==> config.mk <==
export PLATFORM = sky130hd
export DESIGN_NAME = mac_result_collector_flat
export DESIGN_NICKNAME = d
export VERILOG_FILES = /design/src/rtl/mac_result_collector_pkg.sv /design/src/rtl/mac_result_collector_if.sv /design/src/rtl/mac_result_collector_fifo.sv /design/src/rtl/mac_result_collector.sv /design/src/flat_wrapper.sv
export SDC_FILE = /design/constraint.sdc
export NUM_CORES = 1
export LEC_CHECK = 0
export BUFFER_PORTS_ARGS = -buffer_cell sky130_fd_sc_hd__buf_2
export CAP_MARGIN = 0
export CORE_ASPECT_RATIO = 2
export CORE_MARGIN = 1
export CORE_UTILIZATION = 40
export CTS_CLUSTER_DIAMETER = 100
export DETAILED_ROUTE_END_ITERATION = 6
export GPL_TIMING_DRIVEN = 0
export SLEW_MARGIN = 25
export SYNTH_ARGS = -nofsm -noshare
export SYNTH_HDL_FRONTEND = slang
export SYNTH_SLANG_ARGS = --single-unit
==> constraint.sdc <==
create_clock -name clk -period 13 [get_ports clk]
set_input_delay 1.3 -clock clk [delete_from_list [all_inputs] [get_ports clk]]
set_output_delay 1.3 -clock clk [all_outputs]
set_load 0.005 [all_outputs]
==> src/rtl/mac_result_collector_pkg.sv <==
// Shared types and requantization helper for the MAC result collector.
// MAC_RESULT_RELU_EN: when defined, negative lanes are clamped to zero before saturation.
package mac_result_pkg;

  localparam int DATA_W = 8;
  localparam int LANE_W = 2;
  localparam int QMAX   = (1 << (DATA_W - 1)) - 1;
  localparam int QMIN   = -(1 << (DATA_W - 1));

  localparam logic [0:0] ST_IDLE   = 1'b0;
  localparam logic [0:0] ST_STREAM = 1'b1;

  typedef struct packed {
    logic signed [DATA_W-1:0] q;
    logic                     clip;
  } sat_t;

  function automatic sat_t sat_shift(input logic signed [31:0] acc, input logic [3:0] shift);
    sat_t r;
    logic signed [31:0] q;
    q = acc >>> shift;
`ifdef MAC_RESULT_RELU_EN
    if (q < 0) q = '0;
`endif
    r.clip = 1'b0;
    r.q    = q[DATA_W-1:0];
    if (q > QMAX) begin
      r.q    = DATA_W'(QMAX);
      r.clip = 1'b1;
    end else if (q < QMIN) begin
      r.q    = DATA_W'(QMIN);
      r.clip = 1'b1;
    end
    return r;
  endfunction

endpackage

==> src/rtl/mac_result_collector_if.sv <==
// Lane-serial result stream between the collector and the writeback logic.
interface mac_result_collector_if
  import mac_result_pkg::*;
#(
  parameter int W = DATA_W
);
  logic signed [W-1:0]      out_data;
  logic        [LANE_W-1:0] out_lane;
  logic                     out_last;
  logic                     out_valid;
  logic                     out_ready;

  modport master (output out_data, out_lane, out_last, out_valid, input out_ready);
  modport slave  (input out_data, out_lane, out_last, out_valid, output out_ready);
endinterface

==> src/rtl/mac_result_collector_fifo.sv <==
// Row FIFO; a push while full is accepted when the head is popped in the same cycle.
module result_row_fifo #(
  parameter int WIDTH = 32,
  parameter int DEPTH = 4,
  localparam int AW   = $clog2(DEPTH)
) (
  input  logic             clk,
  input  logic             rst,
  input  logic             clear,
  input  logic             push,
  input  logic             pop,
  input  logic [WIDTH-1:0] din,
  output logic             full,
  output logic             empty,
  output logic [AW:0]      level,
  output logic [WIDTH-1:0] head
);
  logic [WIDTH-1:0] mem [DEPTH];
  logic [AW:0]      wr_ptr, rd_ptr;
  logic             do_push, do_pop;

  assign level   = wr_ptr - rd_ptr;
  assign full    = (level == (AW+1)'(DEPTH));
  assign empty   = (level == '0);
  assign do_pop  = pop & ~empty;
  assign do_push = push & (~full | do_pop);
  assign head    = mem[rd_ptr[AW-1:0]];

  always_ff @(posedge clk) begin
    if (rst || clear) begin
      wr_ptr <= '0;
      rd_ptr <= '0;
    end else begin
      if (do_push) wr_ptr <= wr_ptr + 1'b1;
      if (do_pop)  rd_ptr <= rd_ptr + 1'b1;
    end
  end

  always_ff @(posedge clk) begin
    if (do_push) mem[wr_ptr[AW-1:0]] <= din;
  end
endmodule

==> src/rtl/mac_result_collector.sv <==
// Gathers one accumulator per lane into a row, requantizes, buffers and streams lane by lane.
// Optional build macro MAC_RESULT_RELU_EN selects ReLU requantization (see package).
//   state     | meaning
//   ST_IDLE   | FIFO empty, nothing offered
//   ST_STREAM | head row offered, lane idx on the bus
module mac_result_collector
  import mac_result_pkg::*;
#(
  parameter int W      = DATA_W,
  parameter int ACC_W  = 16,
  parameter int N_MACS = 4,
  parameter int DEPTH  = 4,
  parameter int CNT_W  = 16
) (
  input  logic                    clk,
  input  logic                    rst,
  input  logic                    clear,
  input  logic [3:0]              shift,
  input  logic signed [ACC_W-1:0] acc_in_0,
  input  logic signed [ACC_W-1:0] acc_in_1,
  input  logic signed [ACC_W-1:0] acc_in_2,
  input  logic signed [ACC_W-1:0] acc_in_3,
  input  logic [N_MACS-1:0]       valid_in,
  mac_result_collector_if.master  st,
  output logic                    busy,
  output logic                    overflow,
  output logic [CNT_W-1:0]        row_count,
  output logic [CNT_W-1:0]        sat_count
);
  localparam int AW  = $clog2(DEPTH);
  localparam int NCW = $clog2(N_MACS + 1);
  localparam logic [LANE_W-1:0] LAST_LANE = LANE_W'(N_MACS - 1);

  logic signed [ACC_W-1:0] acc_in   [N_MACS];
  logic signed [ACC_W-1:0] acc_q    [N_MACS];
  logic signed [ACC_W-1:0] lane_val [N_MACS];
  sat_t                    sat      [N_MACS];
  logic [N_MACS-1:0]       flags;
  logic [N_MACS*W-1:0]     row, head;
  logic [NCW-1:0]          n_clip;
  logic [CNT_W:0]          sat_sum;
  logic                    commit, pop, push_drop, full, empty;
  logic [AW:0]             level;
  logic [0:0]              state;
  logic [LANE_W-1:0]       idx;

  assign acc_in[0] = acc_in_0;
  assign acc_in[1] = acc_in_1;
  assign acc_in[2] = acc_in_2;
  assign acc_in[3] = acc_in_3;

  // A strobe arriving in the completing cycle joins the row directly.
  assign commit = &(flags | valid_in);

  always_comb begin
    lane_val = '{default: '0};
    sat      = '{default: '0};
    row      = '0;
    n_clip   = '0;
    for (int i = 0; i < N_MACS; i++) begin
      lane_val[i]    = flags[i] ? acc_q[i] : acc_in[i];
      sat[i]         = sat_shift(32'(lane_val[i]), shift);
      row[i*W +: W]  = sat[i].q;
      n_clip         = n_clip + NCW'(sat[i].clip);
    end
  end

  always_ff @(posedge clk) begin
    if (rst || clear)  flags <= '0;
    else if (commit)   flags <= '0;
    else               flags <= flags | valid_in;
  end

  always_ff @(posedge clk) begin
    for (int i = 0; i < N_MACS; i++)
      if (valid_in[i] && !flags[i]) acc_q[i] <= acc_in[i];
  end

  assign pop       = st.out_valid & st.out_ready & (idx == LAST_LANE);
  assign push_drop = commit & full & ~pop;
  assign sat_sum   = {1'b0, sat_count} + (CNT_W+1)'(n_clip);

  result_row_fifo #(.WIDTH(N_MACS*W), .DEPTH(DEPTH)) u_fifo (
    .clk   (clk),
    .rst   (rst),
    .clear (clear),
    .push  (commit),
    .pop   (pop),
    .din   (row),
    .full  (full),
    .empty (empty),
    .level (level),
    .head  (head)
  );

  always_ff @(posedge clk) begin
    if (rst || clear) begin
      overflow  <= 1'b0;
      row_count <= '0;
      sat_count <= '0;
    end else begin
      if (|(flags & valid_in) || push_drop) overflow <= 1'b1;
      if (pop)    row_count <= row_count + 1'b1;
      if (commit) sat_count <= sat_sum[CNT_W] ? '1 : sat_sum[CNT_W-1:0];
    end
  end

  always_ff @(posedge clk) begin
    if (rst || clear) begin
      state <= ST_IDLE;
      idx   <= '0;
    end else begin
      case (state)
        ST_IDLE:
          if (commit || !empty) state <= ST_STREAM;
        default:
          if (st.out_ready) begin
            if (idx == LAST_LANE) begin
              idx <= '0;
              if (level == (AW+1)'(1) && !commit) state <= ST_IDLE;
            end else begin
              idx <= idx + 1'b1;
            end
          end
      endcase
    end
  end

  assign st.out_valid = (state == ST_STREAM);
  assign st.out_lane  = st.out_valid ? idx : '0;
  assign st.out_data  = st.out_valid ? head[idx*W +: W] : '0;
  assign st.out_last  = st.out_valid & (idx == LAST_LANE);
  assign busy         = (|flags) | ~empty;
endmodule
==> src/flat_wrapper.sv <==
// flat-port wrapper written by rule: the top's interface ports become plain ports
module mac_result_collector_flat import mac_result_pkg::*;
#(
  parameter int W      = DATA_W,
  parameter int ACC_W  = 16,
  parameter int N_MACS = 4,
  parameter int DEPTH  = 4,
  parameter int CNT_W  = 16
)
  (clk, rst, clear, shift, acc_in_0, acc_in_1, acc_in_2, acc_in_3, valid_in, busy, overflow, row_count, sat_count, st_out_data, st_out_lane, st_out_last, st_out_valid, st_out_ready);
  mac_result_collector_if #(.W(W)) st_i ();
  input  logic clk;
  input  logic rst;
  input  logic clear;
  input  logic [3:0] shift;
  input  logic signed [ACC_W-1:0] acc_in_0;
  input  logic signed [ACC_W-1:0] acc_in_1;
  input  logic signed [ACC_W-1:0] acc_in_2;
  input  logic signed [ACC_W-1:0] acc_in_3;
  input  logic [N_MACS-1:0] valid_in;
  output logic busy;
  output logic overflow;
  output logic [CNT_W-1:0] row_count;
  output logic [CNT_W-1:0] sat_count;
  output wire logic [$bits(st_i.out_data)-1:0] st_out_data;
  output wire logic [$bits(st_i.out_lane)-1:0] st_out_lane;
  output wire logic [$bits(st_i.out_last)-1:0] st_out_last;
  output wire logic [$bits(st_i.out_valid)-1:0] st_out_valid;
  input wire logic [$bits(st_i.out_ready)-1:0] st_out_ready;
  assign st_out_data = st_i.out_data;
  assign st_out_lane = st_i.out_lane;
  assign st_out_last = st_i.out_last;
  assign st_out_valid = st_i.out_valid;
  assign st_i.out_ready = st_out_ready;
  mac_result_collector #(.W(W), .ACC_W(ACC_W), .N_MACS(N_MACS), .DEPTH(DEPTH), .CNT_W(CNT_W)) u_core (.clk(clk), .rst(rst), .clear(clear), .shift(shift), .acc_in_0(acc_in_0), .acc_in_1(acc_in_1), .acc_in_2(acc_in_2), .acc_in_3(acc_in_3), .valid_in(valid_in), .st(st_i), .busy(busy), .overflow(overflow), .row_count(row_count), .sat_count(sat_count));
endmodule
# Word level (Yosys, flattened, before mapping)
# Memories as Yosys holds them, arrays and structs flattened. A register that Yosys moved wholly into a read port is not among the register bits.
# Index checks and enable logic that the tools add are counted.
totals:
  reg_bits: 46
  ram_bits: 192
  inputBits: 76
  output_inout_bits: 46
  word_cells: 102
  memories: 2
classes:
  n_addsub: 9
  order_cmp: 8
  n_eq_ne: 3
  shifts: 5
  muxes: 33
  bitwise: 14
  reduce_logical: 20
memory_table:
  columns: ["name", "depth", "word_bits", "read_ports", "rd_ports_with_merged_regs", "write_ports", "line_no", "source"]
  rows:
  - ["u_core.u_fifo.mem", 4, 32, 1, 1, 1, "mac_result_collector_fifo.sv:18", "logic [WIDTH-1:0] mem [DEPTH];"]
  - ["u_core.acc_q", 4, 16, 4, 0, 4, "mac_result_collector.sv:35", "logic signed [ACC_W-1:0] acc_q [N_MACS];"]
ops:
  columns: ["operator", "count"]
  rows:
  - ["$gt A32 B8 Y1 const B", 4]
  - ["$lt A32 B8 Y1 const B", 4]
  - ["$sshr A16 B4 Y32", 4]
  - ["$mux W16", 5]
  - ["$mux W9", 8]
  - ["$shiftx A32 B6 Y8", 1]
  - ["$add A16 B3 Y17", 1]
  - ["$add A16 B1 Y16 const B", 1]
  - ["$mux W1", 15]
  - ["$mux W2", 4]
  - ["$mux W8", 1]
  - ["$reduce_or A4 Y1", 2]
  - ["$and A1 B1 Y1", 7]
  - ["$add A3 B1 Y3", 2]
  - ["$add A3 B1 Y3 const B", 2]
  - ["$logic_not A1 Y1", 6]
  - ["$logic_and A1 B1 Y1", 5]
  - ["$and A4 B4 Y4", 1]
  - ["$or A4 B4 Y4", 1]
  - ["$reduce_and A4 Y1", 1]
  - ["$eq A3 B1 Y1 const B", 1]
  - ["$eq A3 B3 Y1 const B", 1]
  - ["$logic_not A3 Y1", 1]
  - ["$logic_or A1 B1 Y1", 3]
  - ["8 further kinds", 11]

# Longest topological paths before layout
# Gate-level depths: netlist (run 1).
# An unclocked memory read counts as a cell.
logic_depth:
  depth_word: 11
  mapped_depth: 23
  mapped_depth_nobuf: 20

# Hierarchy
# A second synthesis (run 1) with hierarchy kept.
hier_totals:
  cells_unflattened: 991
  area_unflattened_um2: 13181.4
by_module_without_submodules:
  columns: ["module", "n_inst", "cells_per_inst", "area_per_inst_um2", "seq_area_each_um2"]
  rows:
  - ["mac_result_collector", 1, 769, 8066.5, 2722.6]
  - ["result_row_fifo", 1, 222, 5114.9, 4003.8]

# Least setup slack after synthesis (run 1)
# No wires, ideal clock.
synth_timing:
  path_type: "input to register"
  start: "in shift[0]"
  end: "reg u_core.sat_count[14]"
  t_arrival_ps: 5887
  setup_slack_ps: 7042
  stages: 20
  path_cell_list: "buf_6 buf_4 mux4_2 mux4_2 or2_4 o31ai_4 nand2_1 ha_1 inv_1 fa_1 inv_1 ha_1 inv_1 fa_1 nor2b_1 o21bai_1 nor4_1 nand2_1 clkbuf_1 a21oi_1"
synth_between:
  elab_chain_len: 9
synth_rtl:
  columns: ["item", "line_no", "source"]
  rows:
  - ["start, declared", "flat_wrapper.sv:15", "input logic [3:0] shift;"]
  - ["$sshr A16 B4 Y32", "mac_result_collector_pkg.sv:21", "q = acc >>> shift;"]
  - ["$lt A32 B8 Y1", "mac_result_collector_pkg.sv:30", "end else if (q < QMIN) begin"]
  - ["$mux W9", "mac_result_collector_pkg.sv:30", null]
  - ["$mux W9", "mac_result_collector_pkg.sv:27", "if (q > QMAX) begin"]
  - ["$add A1 B1 Y2", "mac_result_collector.sv:64", "n_clip = n_clip + NCW'(sat[i].clip);"]
  - ["$add A3 B1 Y3", "mac_result_collector.sv:64", null]
  - ["$add A3 B1 Y3 (*)", "mac_result_collector.sv:64", null]
  - ["$add A16 B3 Y17 (*)", "mac_result_collector.sv:81", "assign sat_sum = {1'b0, sat_count} + (CNT_W+1)'(n_clip);"]
  - ["$mux W16 (*)", "mac_result_collector.sv:104", "if (commit) sat_count <= sat_sum[CNT_W] ? '1 : sat_sum[CNT_W-1:0];"]
  - ["end signal, assigned", "mac_result_collector.sv:104", null]
  - ["end, declared", "mac_result_collector.sv:28", "output logic [CNT_W-1:0] sat_count"]
# Every way passes the cells marked *; elsewhere a longest branch is shown, timed or not.
# A chain may end at the register's enable or synchronous reset.

# Final worst setup path (run 1)
layout_timing:
  start: "in shift[1]"
  end: "reg u_core.sat_count[14]"
# The elaborated chain is that of the path after synthesis.

==> results_dict.tcl, run 1 <==
set metrics [dict create \
    status "completed" \
    dieHeight_um 263.9 \
    drt_iter0_markers 638 \
    rows 95 \
    drt_wl_total_mm 41.14 \
    post_cts_resized 0 \
    cp.arrival_ps 7110 \
    leakage_nw 5.402 \
    numCtsBuffers 23 \
    p_sw_share_pct 26.15 \
    ff2ff_path_depth 19 \
    post-route-min-period_ps 6646 \
    clock_power_share_pct 35.1 \
    detail-route-antenna-nets 0 \
    worst_slew_margin_rel_pct 31.98 \
    dpl.cell_count 1590 \
    synth-async-reset-ratio_pct 0 \
    synth_cell_type_count 82 \
    grt_antenna_before_repair 0 \
    ff2ff_setup_slack_ps 6870 \
    irDropWorstVdd_uv 107.2 \
    min_path_cells 2 \
    hold_violations 0 \
    p_per_area_nw_per_um2 113.4 \
    clk_pin_slew_ps 60 \
    min_path_type "reg2reg" \
    synth_edf_count 192 \
    reg2reg_to "u_core.sat_count[14]" \
    r2r_start "u_core.flags[2]" \
    cts_max_level 1 \
    post-route-util_pct 46.61 \
    yosys_warnings 0 \
    grt.total_usage_pct 23.81 \
    synth_common_cells "edfxtp_1 (192), mux4_2 (113), nand2_1 (77), nor2_1 (77), dfxtp_1 (48)" \
    worst_slack_ps 6354 \
    nNetsFinal 1271 \
    synth_most_common_cell "edfxtp_1" \
    start_util_pct 40.80 \
    fin_cells 1632 \
    post-route-period-util_pct 51.12 \
    crit_chain "buf_2 > buf_2 > buf_2 > mux4_2 > mux2_2 > o21ai_0 > nand3_1 > o31ai_4 > nand2_1 > ha_1 > inv_1 > fa_1 > inv_1 > ha_1 > inv_1 > fa_1 > nor2b_1 > o21bai_1 > nor4_1 > nand2_1 > clkbuf_1 > a21oi_1" \
    synth_flop_cell "edfxtp_1" \
    synth_top_cell_by_area "edfxtp_1" \
    vias 9682 \
    cellInternalPower_mw 1.313 \
    cpPeakStageDelay_ps 820 \
    yosysSeqAreaShare_pct 49.02 \
    area_growth_pct 14.26 \
    post_cts_buffers 0 \
    ctsHoldBuffers 0 \
    dp_slack_ps 5813 \
    grt_pass1_vias 10220 \
    clock_sinks 240 \
    portBuffers 120 \
    crit_fanout 10 \
    holdWs_ps 493.2 \
    synth_fp_nets 1120 \
    place.gp.congestion 0.9340 \
    clockBufferDepth 3 \
    start_kind "primary input" \
    route.detailed.drc 0 \
    cts_root_buffer "clkbuf_16" \
    cts_tree "done" \
    finalSetupViolCount 0 \
    yosys.area.top_type_share_pct 42.01 \
    syn_inst 1028 \
    fin_area_sq_um 15680 \
    dr.pass1.iters 6 \
    dieArea_sq_um 35100 \
    maxCapViolCount 0 \
    grt_max_degree 24 \
    slew_viol_final 0 \
    skew_ps 21.39 \
    critPathKind "in2reg" \
    rsz0062_at_grt "no" \
    crit_buf_inv 7 \
    power.share.combinational_pct 15.9 \
    power_mw 1.778 \
    dieWidth_um 133.0 \
    routedWlPerCell_um 25.21 \
    syn_area_sq_um 13720 \
    crit_slowest_cell "nor4_1" \
    holdPathEnd "u_core.row_count[1]" \
    clk_latency_ps 540 \
    vias_per_cell 5.933 \
    drive_above_1_share_pct 31.10 \
    core-area_sq_um 33640 \
    required_ps 13470 \
    seqPwrFrac_pct 49.0 \
    postPlaceCellArea_sq_um 14990 \
    finalSetupTns_ps 0 \
    max_freq_ghz 0.1505 \
    grt_pass1_wl_mm 62.27 \
    avgSynthCellArea_sq_um 13.35 \
    min-delay-start "u_core.row_count[1]" \
    grt-ovfl-total 0 \
    ios 122 \
    max_slew.worst_pin.slew_ps 1012 \
    critPathTopFamily "simple AND/OR/NAND/NOR gates" \
    p_switching_mw 0.4651 \
    endpoint_kind "flip-flop" \
    dp_hpwl_mm 32.39 \
    ys_ff_latch 240 \
    ys_top_cells_by_area "edfxtp_1 (42%), mux4_2 (19%), dfxtp_1 (7.0%)" \
    num_antenna_cells 0 \
]
cells by family (layout without fill, tap and decap cells):
group,Yosys count,in the layout,synth area share [%]
AND/OR/NAND/NOR,280,280,9.728
flip-flops,240,240,49.02
multiplexers,204,204,25.69
AO/OA/AOI/OAI,168,168,8.798
buffers and inverters,90,258,3.127
XOR/XNOR,30,30,2.015
adder cells (fa/ha/maj),16,16,1.623
flip-flops by register name (all words and copies together) (netlist names), named ones only:
register              count
u_core.idx                2
u_core.sat_count         16
u_core.acc_q             64
u_core.u_fifo.wr_ptr      3
u_core.st.out_valid       1
u_core.row_count         16
u_core.u_fifo.rd_ptr      3
u_core.flags              4
u_core.u_fifo.mem       128
u_core.overflow           1
worst max path at each step:
stage | depth (start not counted) | endpoint | from
after floorplan | 20 | u_core.sat_count[14] | shift[0]
after global placement | 23 | u_core.sat_count[14] | shift[0]
after detailed placement | 22 | u_core.sat_count[14] | shift[1]
after CTS | 22 | u_core.sat_count[14] | shift[1]
after global routing | 22 | u_core.sat_count[14] | shift[1]
final | 22 | u_core.sat_count[14] | shift[1]
cell usage in the layout (no fill, tap or decap), types with 17 or more instances in the layout:
cell type | synthesis | routed
mux2i_1 | 47 | 47
nor3_1 | 20 | 20
inv_1 | 17 | 17
clkbuf_16 | 0 | 23
mux4_2 | 113 | 113
o21ai_0 | 34 | 34
nand3_1 | 31 | 31
nor2_1 | 77 | 77
xor2_1 | 17 | 17
edfxtp_1 | 192 | 192
a21oi_1 | 34 | 34
dfxtp_1 | 48 | 48
nand2_1 | 77 | 77
mux2_2 | 42 | 42
clkbuf_1 | 30 | 35
buf_2 | 18 | 138
metal layers:
layer	part of all wire, %	wire, um	vias up	track usage [%]
met5	0	0	-	0
met2	56	23150	305	46.31
met1	34	13950	4886	23.89
met4	6.6	2715	0	14.76
met3	3.2	1328	121	1.957
li1	-	-	4370	-
power groups by stage:
stage	Combinational [mW]	Sequential [mW]	Clock, mW
after CTS	0.282	0.871	0.641
after detailed placement	0.281	0.888	0
after global routing	0.302	0.873	0.667
final	0.283	0.871	0.624
after global placement	0.276	0.887	0
after floorplan	0.184	0.883	0
worst min-delay path: stages, from the launching register on:
cell	delay, ps
dfxtp_1	330
nand2_1	60
a21oi_1	50
final cells by class:
type / count / area [sq um]
fill: 3091 / 17960
sequential: 240 / 6726
multi-input combinational: 698 / 6583
timing repair buffer: 126 / 710.7
clock buffer: 32 / 628.1
tap: 436 / 545.5
buffer: 71 / 357.8
inverter: 19 / 71.32
clock inverter: 10 / 57.56
No activity file was read; power rests on OpenSTA's default activity.
==> run 2: changes to the inputs <==
==> constraint.sdc (replaced) <==
create_clock -name clk -period 5.53 [get_ports clk]
set_input_delay 0.553 -clock clk [delete_from_list [all_inputs] [get_ports clk]]
set_output_delay 0.553 -clock clk [all_outputs]
set_load 0.005 [all_outputs]
==> results_dict.tcl, run 2 (same netlist as run 1, synthesis figures left out) <==
set metrics [dict create \
    clock_sinks 240 \
    slew_viol_final 0 \
    seq_area_sq_um 6726 \
    max_slew.worst_pin.slew_ps 1033 \
    start_kind "primary input" \
    place.gp.congestion 0.9340 \
    portBuffers 120 \
    crit_slowest_cell "nor3_1" \
    grt.total_usage_pct 23.81 \
    cts_tree "done" \
    finalSetupViolCount 0 \
    post-route-period-util_pct 94.47 \
    fillers 3081 \
    multi_input_area_sq_um 6631 \
    leakage_nw 5.453 \
    cts_max_level 1 \
    crit_chain "buf_6 > buf_12 > buf_6 > buf_6 > nor3_1 > mux2i_1 > nor2_1 > nand4_1 > or2_0 > o211ai_1 > fa_1 > inv_1 > ha_1 > inv_1 > fa_1 > nor2b_1 > o21bai_1 > nor4_4 > nand2_1 > clkbuf_2 > a21oi_1" \
    crit_buf_inv 7 \
    core-area_sq_um 33640 \
    min-delay-start "acc_in_0[0]" \
    endpoint_kind "flip-flop" \
    vias_per_cell 5.906 \
    required_ps 5990 \
    fin_cells 1635 \
    critPathKind "in2reg" \
    grt_pass1_vias 10210 \
    postPlaceCellArea_sq_um 14990 \
    crit_fanout 10 \
    crit_top_cell "buf_6" \
    finalSetupTns_ps 0 \
    clk_pin_slew_ps 60 \
    dr.pass1.iters 5 \
    route.detailed.drc 0 \
    drt_iter0_markers 685 \
    rsz0062_at_grt "no" \
    cp.arrival_ps 5690 \
    nNetsFinal 1274 \
    fin_area_sq_um 15760 \
    holdWs_ps 210.0 \
    detail-route-antenna-nets 0 \
    irDropWorstVdd_uv 250.1 \
    power_mw 4.184 \
    skew_ps 19.20 \
    largest_reg_flops 128 \
    dpl.cell_count 1590 \
    dieArea_sq_um 35100 \
    max_freq_ghz 0.1914 \
    setup.worst_path.start "shift[0]" \
    dieHeight_um 263.9 \
    layout_commonest_cell "edfxtp_1" \
    num_antenna_cells 0 \
    worst_slew_margin_rel_pct 30.61 \
    status "completed" \
    cpPeakStageDelay_ps 840 \
    dp_hpwl_mm 32.39 \
    grt-ovfl-total 0 \
    grt_max_degree 24 \
    critPathTopFamily "simple AND/OR/NAND/NOR gates" \
    rows 95 \
    numCtsBuffers 23 \
    final_cell_mix "edfxtp_1 (192), buf_2 (137), mux4_2 (113)" \
    r2r_start "u_core.flags[2]" \
    grt_antenna_before_repair 0 \
    vias 9657 \
    start_util_pct 40.80 \
    post-route-min-period_ps 5224 \
    worst_slack_ps 306.0 \
    post-route-util_pct 46.86 \
    ios 122 \
    grt_pass1_wl_mm 62.25 \
    maxCapViolCount 0 \
    drive_above_1_share_pct 32.03 \
    routedWlPerCell_um 25.19 \
    area_growth_pct 14.85 \
    dieWidth_um 133.0 \
    min_path_type "in2reg" \
    p_per_area_nw_per_um2 265.5 \
    hold_violations 0 \
    clockBufferDepth 3 \
    cts_root_buffer "clkbuf_16" \
    drt_wl_total_mm 41.19 \
    dp_slack_ps -910.0 \
    clk_latency_ps 530 \
]
## run 2: power breakdown
group          total, mW  leakage [nW]  internal, mW  switching (mW)
combinational      0.670          2.96         0.270           0.399
sequential          2.05          2.16          2.02          0.0250
clock               1.47         0.331         0.797           0.669
## run 2: final timing paths
path | to | slack [ps] | cells past startpoint
setup / recovery | u_core.sat_count[14] | 310 | 21
hold / removal | u_core.acc_q[0][0] | 210 | 1
setup reg to reg | u_core.sat_count[14] | 340 | 19
hold reg to reg | u_core.row_count[1] | 490 | 2
## run 2: final cells by class
class                           instances  share of cell area [%]
Clock buffer                           32                   3.985
Sequential cell                       240                   42.68
Tap cell                              436                   3.461
Clock inverter                         10                  0.3652
Buffer                                 71                   2.326
Inverter                               19                  0.4604
Timing Repair Buffer                  129                   4.652
Multi-Input combinational cell        698                   42.07
## run 2: repair_timing
| action | 4_1_cts | 5_1_grt |
|---|---|---|
| setup endpoints to repair | 15 | 13 |
| pin swaps | 0 | 2 |
| endpoints found under the hold margin | 0 | 0 |
| hold buffers | 0 | 0 |
| gates resized for setup | 7 | 10 |
| setup buffers | 0 | 3 |
## run 2: metal layers
metal / wire (um) / vias to the layer above / GRT usage, %
met2: 23100 / 281 / 46.34
met5: 0 / - / 0
met4: 2723 / 0 / 14.63
met3: 1151 / 119 / 1.900
met1: 14220 / 4889 / 23.97
li1: - / 4368 / -
